**src/rtl/wb_pkg.sv**
```systemverilog
// wb_pkg: shared entry type and constants for the write-back buffer.
// Entry widths are fixed here and must match the buffer's DATA_W/ADDR_W.
package wb_pkg;
   localparam int WB_ADDR_W = 5;
   localparam int WB_DATA_W = 32;
   localparam logic [WB_ADDR_W-1:0] REG_ZERO = '0;
   typedef struct packed {
      logic [WB_ADDR_W-1:0] addr;
      logic [WB_DATA_W-1:0] data;
   } wb_entry_t;
endpackage

```
**src/rtl/wb_fwd_match.sv**
```systemverilog
// wb_fwd_match: youngest-first search of pending entries for one lookup address.
module wb_fwd_match
   import wb_pkg::*;
#(
   parameter int DEPTH = 4,
   localparam int PW = $clog2(DEPTH),
   localparam int CW = $clog2(DEPTH + 1)
) (
   input  wb_entry_t              i_entries [DEPTH],
   input  logic [PW-1:0]          i_head,
   input  logic [CW-1:0]          i_count,
   input  logic [WB_ADDR_W-1:0]   i_addr,
   output logic                   o_hit,
   output logic [WB_DATA_W-1:0]   o_data
);
   // Walk oldest to youngest so the last match, the youngest, wins.
   always_comb begin
      o_hit  = 1'b0;
      o_data = '0;
      for (int k = 0; k < DEPTH; k++) begin
         if (CW'(k) < i_count && i_addr != REG_ZERO &&
             i_entries[PW'(i_head + PW'(k))].addr == i_addr) begin
            o_hit  = 1'b1;
            o_data = i_entries[PW'(i_head + PW'(k))].data;
         end
      end
   end
endmodule

```
**src/rtl/wb_buffer.sv**
```systemverilog
// wb_buffer: in-order write-back queue feeding the register-file write port, with read forwarding.
// Optional WB_BUF_COALESCE_EN merges a push into the youngest entry when the address matches.
module wb_buffer
   import wb_pkg::*;
#(
   parameter int DEPTH  = 4,
   parameter int DATA_W = WB_DATA_W,
   parameter int ADDR_W = WB_ADDR_W
) (
   input  logic                        clk_i,
   input  logic                        rst_i,
   input  logic                        push_valid_i,
   output logic                        push_ready_o,
   input  logic [ADDR_W-1:0]           push_addr_i,
   input  logic [DATA_W-1:0]           push_data_i,
   input  logic                        drain_en_i,
   output logic                        rf_we_o,
   output logic [ADDR_W-1:0]           rf_wa_o,
   output logic [DATA_W-1:0]           rf_wd_o,
   input  logic [ADDR_W-1:0]           ra1_i,
   input  logic [ADDR_W-1:0]           ra2_i,
   output logic                        hit1_o,
   output logic [DATA_W-1:0]           fwd1_o,
   output logic                        hit2_o,
   output logic [DATA_W-1:0]           fwd2_o,
   output logic [$clog2(DEPTH+1)-1:0]  count_o
);
   localparam int PW = $clog2(DEPTH);
   localparam int CW = $clog2(DEPTH + 1);

   wb_entry_t         r_mem [DEPTH];
   logic [PW-1:0]     r_head, r_tail;
   logic [CW-1:0]     r_count;
   logic [PW-1:0]     w_young;
   logic              w_drain, w_coal, w_fire, w_enq;
   logic              w_hit1, w_hit2;
   logic [DATA_W-1:0] w_fwd1, w_fwd2;

   assign w_drain = (r_count != '0) && drain_en_i && !rst_i;
   assign w_young = r_tail - 1'b1;
`ifdef WB_BUF_COALESCE_EN
   // A lone head entry leaving this cycle cannot absorb the push.
   assign w_coal = (r_count != '0) && r_mem[w_young].addr == push_addr_i &&
                   !(r_count == CW'(1) && w_drain);
`else
   assign w_coal = 1'b0;
`endif
   assign push_ready_o = !rst_i && (r_count < CW'(DEPTH) || w_drain || w_coal);
   assign w_fire       = push_valid_i && push_ready_o;
   assign w_enq        = w_fire && push_addr_i != REG_ZERO && !w_coal;

   always_ff @(posedge clk_i) begin
      if (rst_i) begin
         r_head  <= '0;
         r_tail  <= '0;
         r_count <= '0;
      end else begin
         if (w_enq) begin
            r_mem[r_tail] <= '{addr: push_addr_i, data: push_data_i};
            r_tail        <= r_tail + 1'b1;
         end
         if (w_fire && w_coal)
            r_mem[w_young].data <= push_data_i;
         if (w_drain)
            r_head <= r_head + 1'b1;
         r_count <= r_count + CW'(w_enq) - CW'(w_drain);
      end
   end

   assign rf_we_o = w_drain;
   assign rf_wa_o = w_drain ? r_mem[r_head].addr : '0;
   assign rf_wd_o = w_drain ? r_mem[r_head].data : '0;
   assign count_o = r_count;

   wb_fwd_match #(.DEPTH(DEPTH)) u_match1 (
      .i_entries(r_mem), .i_head(r_head), .i_count(r_count), .i_addr(ra1_i),
      .o_hit(w_hit1), .o_data(w_fwd1)
   );
   wb_fwd_match #(.DEPTH(DEPTH)) u_match2 (
      .i_entries(r_mem), .i_head(r_head), .i_count(r_count), .i_addr(ra2_i),
      .o_hit(w_hit2), .o_data(w_fwd2)
   );

   assign hit1_o = w_hit1 && !rst_i;
   assign fwd1_o = rst_i ? '0 : w_fwd1;
   assign hit2_o = w_hit2 && !rst_i;
   assign fwd2_o = rst_i ? '0 : w_fwd2;
endmodule
```
**config.mk**
```make
export PLATFORM = sky130hd
export DESIGN_NAME = wb_buffer
export DESIGN_NICKNAME = d
export VERILOG_FILES = /design/src/rtl/wb_pkg.sv /design/src/rtl/wb_fwd_match.sv /design/src/rtl/wb_buffer.sv
export SDC_FILE = /design/constraint.sdc
export NUM_CORES = 1
export LEC_CHECK = 0
export ABC_AREA = 0
export BUFFER_PORTS_ARGS = -buffer_cell sky130_fd_sc_hd__buf_2
export CAP_MARGIN = 20
export CORE_UTILIZATION = 40
export CTS_BUF_LIST = sky130_fd_sc_hd__clkbuf_16
export CTS_CLUSTER_SIZE = 28
export DETAILED_ROUTE_END_ITERATION = 7
export SETUP_SLACK_MARGIN = 0.02
export SYNTH_ARGS = -nofsm -noshare
export SYNTH_HDL_FRONTEND = slang
export SYNTH_SLANG_ARGS = --single-unit
```
**constraint.sdc**
```tcl
create_clock -name clk_i -period 3.6 [get_ports clk_i]
set_clock_uncertainty 0.05 [all_clocks]
set_input_delay 0.72 -clock clk_i [delete_from_list [all_inputs] [get_ports clk_i]]
set_output_delay 0.72 -clock clk_i [all_outputs]
set_load 0.05 [all_outputs]
```
### Yosys cells after proc, flatten, opt, wreduce, memory -nomap -nowiden

Index checks and enable logic that the tools add are counted.

| storage, ports and cells | value |
|---|---|
| logic and storage cells | 108 |
| memory bits (read-only) | 0 |
| output and inout bits | 108 |
| flip-flop bits (word level) | 155 |
| input bits | 51 |
| memories | 0 |
| memory bits (writable) | 0 |
| bits in latches | 0 |

| cells by class | value |
|---|---|
| shifts and indexed selects | 0 |
| reduce and logical (&&, ||, !) cells | 31 |
| $mul | 0 |
| div/mod/pow operators | 0 |
| mux-type cells | 35 |
| bitwise gates (word level) | 6 |
| add/subtract/negate cells | 6 |
| $lt $le $gt $ge | 11 |
| eq/ne operators | 8 |

Operators with widths:

| cell | count |
|---|---|
| 32-bit 2-to-1 mux | 11 |
| 37-bit 2-to-1 mux | 9 |
| 37-bit binary-select mux with 2-bit select | 4 |
| 148-bit bitwise mux | 1 |
| 37-bit demux with 2-bit select | 1 |
| 5-bit == test | 8 |
| 1-bit logical AND | 24 |
| 3-bit greater-or-equal comparator (second input constant) | 5 |
| 2-bit inverter with 3-bit output | 5 |
| 5-bit nonzero test | 3 |
| 1-bit 2-to-1 mux | 8 |
| 1-bit by 3-bit less-than comparator with 1-bit output (first input constant) | 2 |
| 2-bit by 3-bit less-than comparator with 1-bit output (first input constant) | 2 |
| 5-bit 2-to-1 mux | 1 |
| 2-bit by 1-bit adder with 2-bit output (second input constant) | 2 |
| 2-bit adder (second input constant) | 2 |
| 3-bit by 1-bit adder with 3-bit output | 1 |
| 3-bit by 1-bit less-than comparator with 1-bit output (second input constant) | 1 |
| 3-bit less-than comparator (second input constant) | 1 |
| 3-bit nonzero test | 1 |
| 3-bit by 1-bit subtractor with 3-bit output | 1 |
| 2-bit AND reduction | 1 |
| 1-bit logical NOT | 1 |
| 1-bit logical OR | 1 |
| 1-bit inverter | 1 |

### Depth between registers and ports, before layout

| depth | value |
|---|---|
| depth after elaboration | 11 |
| depth in mapped cells | 12 |
| gate-level depth less buffers | 12 |

### Hierarchy

From an unflattened synthesis, not the netlist that was laid out.

| unflattened totals | value |
|---|---|
| cells, all modules | 1377 |
| area total of the unflattened synthesis | 15288.4 sq um |

By module, submodules not included:

| module | times used | seq. area each (sq um) | cells each | area an instance (sq um) |
|---|---|---|---|---|
| wb_fwd_match | 2 | 0.0 | 510 | 4420.5 |
| wb_buffer | 1 | 4584.4 | 357 | 6447.4 |

### Worst setup path after synthesis

No wires, ideal clock.

| timing path | value |
|---|---|
| kind | input port to output port |
| start | input ra2_i[1] |
| end | output fwd2_o[30] |
| path buffers | 2 |
| data arrival time | 3.507 ns |
| data required time | 2.830 ns |
| cell stages on the path | 9 |
| path slack | -0.677 ns |
| cells stage by stage | clkbuf_1 -> nor3_1 -> a211o_1 -> a21o_1 -> clkbuf_1 -> o21ai_0 -> o31ai_1 -> a211o_1 -> a221oi_1 |

| between the ends | value |
|---|---|
| longest elaborated chain between the ends | 8 |
| elaborated cells between the ends (all ways) | 18 |
| classes of those cells | eq/ne (4); mux (5); reduce/logical (9) |

Ends and longest elaborated chain:

| item | line | RTL |
|---|---|---|
| start, declared | wb_buffer.sv:21 | `input logic [ADDR_W-1:0] ra2_i,` |
| 5-bit nonzero test | wb_fwd_match.sv:21 | `if (CW'(k) < i_count && i_addr != REG_ZERO &&` |
| 1-bit logical AND (2 in series) | wb_fwd_match.sv:21 |  |
| 32-bit 2-to-1 mux (3 in series) | wb_fwd_match.sv:21 |  |
| 32-bit 2-to-1 mux * | wb_fwd_match.sv:21 |  |
| 32-bit 2-to-1 mux * | wb_buffer.sv:87 | `assign fwd2_o = rst_i ? '0 : w_fwd2;` |
| end, declared | wb_buffer.sv:25 | `output logic [DATA_W-1:0] fwd2_o,` |

Every way passes the cells marked *; elsewhere a longest branch is shown, timed or not.

### Worst setup path in the final report

| timing path | value |
|---|---|
| start | register r_head[0] |
| end | output fwd1_o[23] |

| between the ends | value |
|---|---|
| longest elaborated chain between the ends | 11 |
| elaborated cells between the ends (all ways) | 32 |
| classes of those cells | add/sub (3); eq/ne (4); mux (17); bitwise (4); reduce/logical (4) |

Ends and longest elaborated chain:

| item | line | RTL |
|---|---|---|
| start, declared | wb_buffer.sv:32 | `logic [PW-1:0] r_head, r_tail;` |
| start signal, assigned | wb_buffer.sv:65 | `r_head <= r_head + 1'b1;` |
| 2-bit by 1-bit adder with 2-bit output / 2-bit inverter with 3-bit output (equally long branches) | wb_fwd_match.sv:22, wb_fwd_match.sv:24 |  |
| 2-bit inverter with 3-bit output (not written as such) / 37-bit binary-select mux with 2-bit select (equally long branches) | wb_fwd_match.sv:22, wb_fwd_match.sv:24 |  |
| 37-bit binary-select mux with 2-bit select / 37-bit 2-to-1 mux (equally long branches) | wb_fwd_match.sv:22, wb_fwd_match.sv:24 |  |
| 37-bit 2-to-1 mux (not written as such) | wb_fwd_match.sv:22 | `i_entries[PW'(i_head + PW'(k))].addr == i_addr) begin` |
| 37-bit 2-to-1 mux (not written as such) / 5-bit == test (equally long branches) | wb_fwd_match.sv:22 |  |
| 5-bit == test / 1-bit logical AND (equally long branches) | wb_fwd_match.sv:22, wb_fwd_match.sv:21 |  |
| 1-bit logical AND / 32-bit 2-to-1 mux (equally long branches) | wb_fwd_match.sv:21 |  |
| 32-bit 2-to-1 mux (2 in series) | wb_fwd_match.sv:21 |  |
| 32-bit 2-to-1 mux * | wb_fwd_match.sv:21 |  |
| 32-bit 2-to-1 mux * | wb_buffer.sv:85 | `assign fwd1_o = rst_i ? '0 : w_fwd1;` |
| end, declared | wb_buffer.sv:23 | `output logic [DATA_W-1:0] fwd1_o,` |

Every way passes the cells marked *; elsewhere a longest branch is shown, timed or not. The select of a mux whose other input is x is not followed.

==> impl_metrics.xml <==
<?xml version="1.0" encoding="UTF-8"?>
<metrics>
  <group name="clock_network">
    <metric name="worstSkewPairLatency" unit="ns">0.43</metric>
    <metric name="clock_tree_from_tritoncts" unit="">yes</metric>
    <metric name="cts.reportedPaths.clkPinSlew" unit="ns">0.07</metric>
    <metric name="clock_path_buffers" unit="">2</metric>
    <metric name="hold_buffers" unit="">0</metric>
    <metric name="cts_max_level" unit="">4</metric>
    <metric name="clockRootBuffer" unit="">sky130_fd_sc_hd__clkbuf_16</metric>
    <metric name="clock_buffer_count_from_cts" unit="">17</metric>
    <metric name="tritoncts_sinks" unit="">155</metric>
  </group>
  <group name="routing">
    <metric name="vias_after_detailed_routing" unit="">12930</metric>
    <metric name="drtAntennaViolNets" unit="">0</metric>
    <metric name="dr.pass1.iters" unit="">5</metric>
    <metric name="route.detailed.wl_per_inst" unit="µm">24.37</metric>
    <metric name="drt_iter0_markers" unit="">1142</metric>
    <metric name="detail_route.drc_violations" unit="">0</metric>
    <metric name="drt-total-wl" unit="mm">50.18</metric>
    <metric name="post_drt_via_cell_ratio" unit="">6.282</metric>
  </group>
  <group name="global_routing">
    <metric name="vias_in_the_first_global_route" unit="">12440</metric>
    <metric name="grt_use_total" unit="">0.2910</metric>
    <metric name="grt_max_degree" unit="">96</metric>
    <metric name="grt_pass1_wl" unit="mm">73.93</metric>
    <metric name="number_of_antenna_violations_at_the_first_check_in_global_routing" unit="">4</metric>
    <metric name="global_route.overflow_total" unit="">0</metric>
  </group>
  <group name="hold_path">
    <metric name="min-delay-start" unit="">push_data_i[27]</metric>
    <metric name="timing.hold.worst_path_depth" unit="">1</metric>
    <metric name="hold_class" unit="">primary input to register</metric>
    <metric name="min_delay_worst_endpoint" unit="">r_mem[101]</metric>
  </group>
  <group name="sta">
    <metric name="timing.final.ws_setup" unit="ns">-0.7875</metric>
    <metric name="finalHoldViolCount" unit="">0</metric>
    <metric name="grt_setup_unrepaired" unit="">true</metric>
    <metric name="post-route-min-period" unit="ns">4.387</metric>
    <metric name="worst_slew_margin_rel" unit="">0.3163</metric>
    <metric name="worst_margin_pin_slew" unit="ns">1.026</metric>
    <metric name="min_period_over_period" unit="">1.219</metric>
    <metric name="max_freq" unit="GHz">0.2279</metric>
    <metric name="report.final.slew_viol_count" unit="">0</metric>
    <metric name="final_setup_viols" unit="">66</metric>
  </group>
  <group name="setup_path">
    <metric name="worst-path-max-fanout" unit="">6</metric>
    <metric name="setup.worst_path.start_class" unit="">register</metric>
    <metric name="worst_r2r_startpoint" unit="">count_o[1]</metric>
    <metric name="crit_required" unit="ns">2.83</metric>
    <metric name="worstReg2RegEnd" unit="">count_o[2]</metric>
    <metric name="timing.critical_path.arrival" unit="ns">3.62</metric>
    <metric name="r2r.worst_path.cells" unit="">11</metric>
    <metric name="setup.worst_path.class" unit="">register to output pin</metric>
    <metric name="rrSetupSlack" unit="ns">0.91</metric>
    <metric name="endpoint_kind" unit="">output pin</metric>
    <metric name="worstSetupStartpoint" unit="">r_head[0]</metric>
  </group>
  <group name="yosys">
    <metric name="yosysTopAreaCell" unit="">sky130_fd_sc_hd__edfxtp_1</metric>
    <metric name="synth_top_cells_by_area" unit="">sky130_fd_sc_hd__edfxtp_1 (34%), sky130_fd_sc_hd__mux2_2 (7.5%), sky130_fd_sc_hd__mux2i_1 (6.0%)</metric>
    <metric name="synthDistinctLibCells" unit="">58</metric>
    <metric name="synth_ff_type" unit="">sky130_fd_sc_hd__edfxtp_1</metric>
    <metric name="synth-seq-cells" unit="">155</metric>
    <metric name="synth_fp_nets" unit="">1386</metric>
    <metric name="share_of_the_yosys_chip_area_belonging_to_registers" unit="">0.3493</metric>
    <metric name="synth.avg_cell_area" unit="µm²">9.899</metric>
    <metric name="yosysTopAreaCellShare" unit="">0.3386</metric>
    <metric name="synth.cell_area" unit="µm²">13130</metric>
    <metric name="synth_cells" unit="">1326</metric>
    <metric name="yosys_warnings" unit="">0</metric>
    <metric name="synth-async-reset-ratio" unit="">0</metric>
    <metric name="synth_enable_flop_cells" unit="">148</metric>
  </group>
  <group name="pwr">
    <metric name="p_leak" unit="nW">6.802</metric>
    <metric name="peak_supply_drop" unit="µV">319.6</metric>
    <metric name="share_clk_of_total_power" unit="">0.207</metric>
    <metric name="p_seq_frac" unit="">0.233</metric>
    <metric name="netSwitchingPower" unit="mW">3.895</metric>
    <metric name="share_comb_of_total_power" unit="">0.561</metric>
    <metric name="pwrdens" unit="nW/µm²">472.3</metric>
    <metric name="internal-power" unit="mW">5.152</metric>
    <metric name="power.share.switching" unit="">0.4305</metric>
  </group>
  <group name="place">
    <metric name="post_dp_hpwl" unit="mm">30.58</metric>
    <metric name="pre_cts_slack" unit="ns">-0.3886</metric>
    <metric name="dp_cells" unit="">1963</metric>
    <metric name="portBuffers" unit="">158</metric>
    <metric name="place.gp.congestion" unit="">0.8741</metric>
  </group>
  <group name="flow_run">
    <metric name="timing.max_cap.violations" unit="">0</metric>
  </group>
  <group name="run_status">
    <metric name="status" unit="">complete, but fails checks</metric>
    <metric name="violations" unit="">negative setup slack</metric>
  </group>
  <group name="final_layout">
    <metric name="drive_above_1_share" unit="">0.4911</metric>
    <metric name="net_count_reported_at_finish" unit="">1670</metric>
    <metric name="sequential_cell_area" unit="µm²">4594</metric>
    <metric name="multiInputGateArea" unit="µm²">9136</metric>
    <metric name="layout.filler_cells" unit="">2571</metric>
    <metric name="final_cells" unit="">2059</metric>
    <metric name="area_growth_syn_to_layout" unit="%">45.94</metric>
  </group>
  <group name="floorplan">
    <metric name="design.core.area" unit="µm²">31880</metric>
    <metric name="floorplan.die.height" unit="µm">183.2</metric>
    <metric name="std_cell_rows" unit="">65</metric>
    <metric name="floorplan.io_pins" unit="">159</metric>
    <metric name="total_die_area" unit="µm²">33540</metric>
    <metric name="die_w" unit="µm">183.2</metric>
    <metric name="start_util" unit="">0.4117</metric>
  </group>
</metrics>
[Yosys cell counts (4+ instances only)]
library cell               instances
sky130_fd_sc_hd__mux2i_1          79
sky130_fd_sc_hd__dfxtp_1           7
sky130_fd_sc_hd__mux4_2           14
sky130_fd_sc_hd__a31oi_1          31
sky130_fd_sc_hd__nand2_1          50
sky130_fd_sc_hd__ha_1              8
sky130_fd_sc_hd__o31ai_1          30
sky130_fd_sc_hd__clkbuf_1        110
sky130_fd_sc_hd__a211o_1           9
sky130_fd_sc_hd__o32ai_1           5
sky130_fd_sc_hd__o221ai_2         40
sky130_fd_sc_hd__mux2_2           88
sky130_fd_sc_hd__nor2_1          112
sky130_fd_sc_hd__and2_1           15
sky130_fd_sc_hd__xnor2_1          36
sky130_fd_sc_hd__nand4_1           7
sky130_fd_sc_hd__o221a_2          27
sky130_fd_sc_hd__o221ai_1         16
sky130_fd_sc_hd__buf_1            14
sky130_fd_sc_hd__edfxtp_1        148
sky130_fd_sc_hd__buf_2            14
sky130_fd_sc_hd__nor4_1            4
sky130_fd_sc_hd__o21ai_0          33
sky130_fd_sc_hd__a211oi_1         34
sky130_fd_sc_hd__or2_1             6
sky130_fd_sc_hd__nand3_1           8
sky130_fd_sc_hd__a22oi_1          26
sky130_fd_sc_hd__a21oi_1          74
sky130_fd_sc_hd__a221o_1           4
sky130_fd_sc_hd__or3b_2           22
sky130_fd_sc_hd__nor3_1           36
sky130_fd_sc_hd__a221oi_1         29
sky130_fd_sc_hd__nand3b_1         50
sky130_fd_sc_hd__or3_1            29
sky130_fd_sc_hd__nor3b_1          27
sky130_fd_sc_hd__a21o_1            8
sky130_fd_sc_hd__inv_1            39
sky130_fd_sc_hd__mux4_1            6
[sequential cells by signal (all words and copies together) (netlist names)]
register / cells
r_tail: 2
r_head: 2
r_mem: 148
count_o: 3
[cell type report]
type | count | area share
antenna | 1 | 0.0001306
inverter | 42 | 0.008491
timing repair buffer | 407 | 0.2149
clock inverter | 15 | 0.009078
clock buffer | 17 | 0.02221
tap | 435 | 0.02841
multi-input combinational | 987 | 0.4769
sequential | 155 | 0.2398
[cells in the final DEF, fill, tap and decap left out, types with 10 or more instances in the layout]
cell type,n
sky130_fd_sc_hd__buf_12,45
sky130_fd_sc_hd__o31ai_1,28
sky130_fd_sc_hd__inv_1,41
sky130_fd_sc_hd__buf_2,92
sky130_fd_sc_hd__a31oi_2,10
sky130_fd_sc_hd__nor3b_1,22
sky130_fd_sc_hd__nor2_1,105
sky130_fd_sc_hd__or3b_2,16
sky130_fd_sc_hd__a21oi_1,69
sky130_fd_sc_hd__buf_6,99
sky130_fd_sc_hd__and2_1,11
sky130_fd_sc_hd__buf_16,10
sky130_fd_sc_hd__or3_1,26
sky130_fd_sc_hd__a221oi_2,27
sky130_fd_sc_hd__mux4_2,20
sky130_fd_sc_hd__edfxtp_1,148
sky130_fd_sc_hd__nand2_1,48
sky130_fd_sc_hd__o21ai_0,28
sky130_fd_sc_hd__o221ai_4,27
sky130_fd_sc_hd__clkbuf_16,23
sky130_fd_sc_hd__mux2i_1,79
sky130_fd_sc_hd__a31oi_1,12
sky130_fd_sc_hd__o221a_2,27
sky130_fd_sc_hd__a211oi_2,30
sky130_fd_sc_hd__mux2_2,88
sky130_fd_sc_hd__nand3b_1,50
sky130_fd_sc_hd__nor3_1,30
sky130_fd_sc_hd__xnor2_1,27
sky130_fd_sc_hd__a22oi_1,26
sky130_fd_sc_hd__buf_4,148
sky130_fd_sc_hd__o221ai_2,22
[worst max-delay path, cell delays in order, from the launching register on]
cell	delay (ns)
sky130_fd_sc_hd__dfxtp_4	0.36
sky130_fd_sc_hd__buf_12	0.11
sky130_fd_sc_hd__mux4_2	0.53
sky130_fd_sc_hd__xnor2_2	0.14
sky130_fd_sc_hd__nand4_1	0.20
sky130_fd_sc_hd__or4_4	0.63
sky130_fd_sc_hd__a2111oi_4	0.30
sky130_fd_sc_hd__buf_4	0.20
sky130_fd_sc_hd__buf_8	0.14
sky130_fd_sc_hd__buf_12	0.14
sky130_fd_sc_hd__o221ai_2	0.11
sky130_fd_sc_hd__o221ai_4	0.12
sky130_fd_sc_hd__buf_6	0.19
[kinds of logic (layout without fill, tap and decap cells)]
logic type | Yosys count | count (layout) | synth area share
simple gates | 378 | 379 | 0.1573
xor+xnor | 38 | 38 | 0.02650
compound gates | 374 | 374 | 0.2295
mux | 187 | 187 | 0.1718
flops | 155 | 155 | 0.3493
other cells | 0 | 1 | 0
buf+inv | 185 | 481 | 0.05652
fa+ha+maj | 9 | 9 | 0.009151
[worst max-delay path by stage]
| stage | end | slack (ns) | cells past startpoint |
|---|---|---|---|
| final | fwd1_o[23] | -0.79 | 12 |
| after global routing | fwd1_o[13] | -0.90 | 12 |
| after CTS | fwd1_o[22] | -0.69 | 11 |
| after detailed placement | fwd1_o[7] | -0.39 | 9 |
| after global placement | fwd1_o[7] | -0.34 | 9 |
| after floorplan | fwd2_o[30] | -0.19 | 9 |
[what timing repair did]
action	CTS	global route
buffers inserted	30	21
endpoints found under the hold margin	0	0
cloned	15	7
endpoints found under the setup margin	66	68
pin swaps	46	65
resized for setup	277	80
[routing by layer]
| layer | GRT usage | up-vias | share of wire |
|---|---|---|---|
| met5 | 0 | - | 0.00048 |
| met4 | 0.1220 | 4 | 0.035 |
| met3 | 0.04170 | 121 | 0.076 |
| met2 | 0.4853 | 652 | 0.48 |
| met1 | 0.3773 | 6373 | 0.41 |
| li1 | - | 5784 | - |
[power groups by stage]
stage                     clock network [mW]  logic (mW)  registers (mW)
after floorplan                            0        3.01            2.17
after CTS                               1.88        4.83            2.10
after global placement                     0        4.22            2.16
after global routing                    1.95        5.35            2.11
final                                   1.87        5.07            2.10
after detailed placement                   0        4.28            2.16
[through the flow]
stage            util  cell area, µm²  hold slack, ns  power [mW]  TNS (ns)
3_3_place_gp   0.5085           16210          0.4849       6.380    -16.87
5_1_grt        0.6009           19160          0.4389       9.415    -49.78
4_1_cts        0.5816           18540          0.4357       8.816    -38.32
2_1_floorplan       -           13740          0.4636       5.179    -1.059
3_5_place_dp   0.5085           16210          0.4975       6.436    -18.75
6_report       0.6009           19160          0.4450       9.047    -41.68
(Power assumes the default switching activity.)
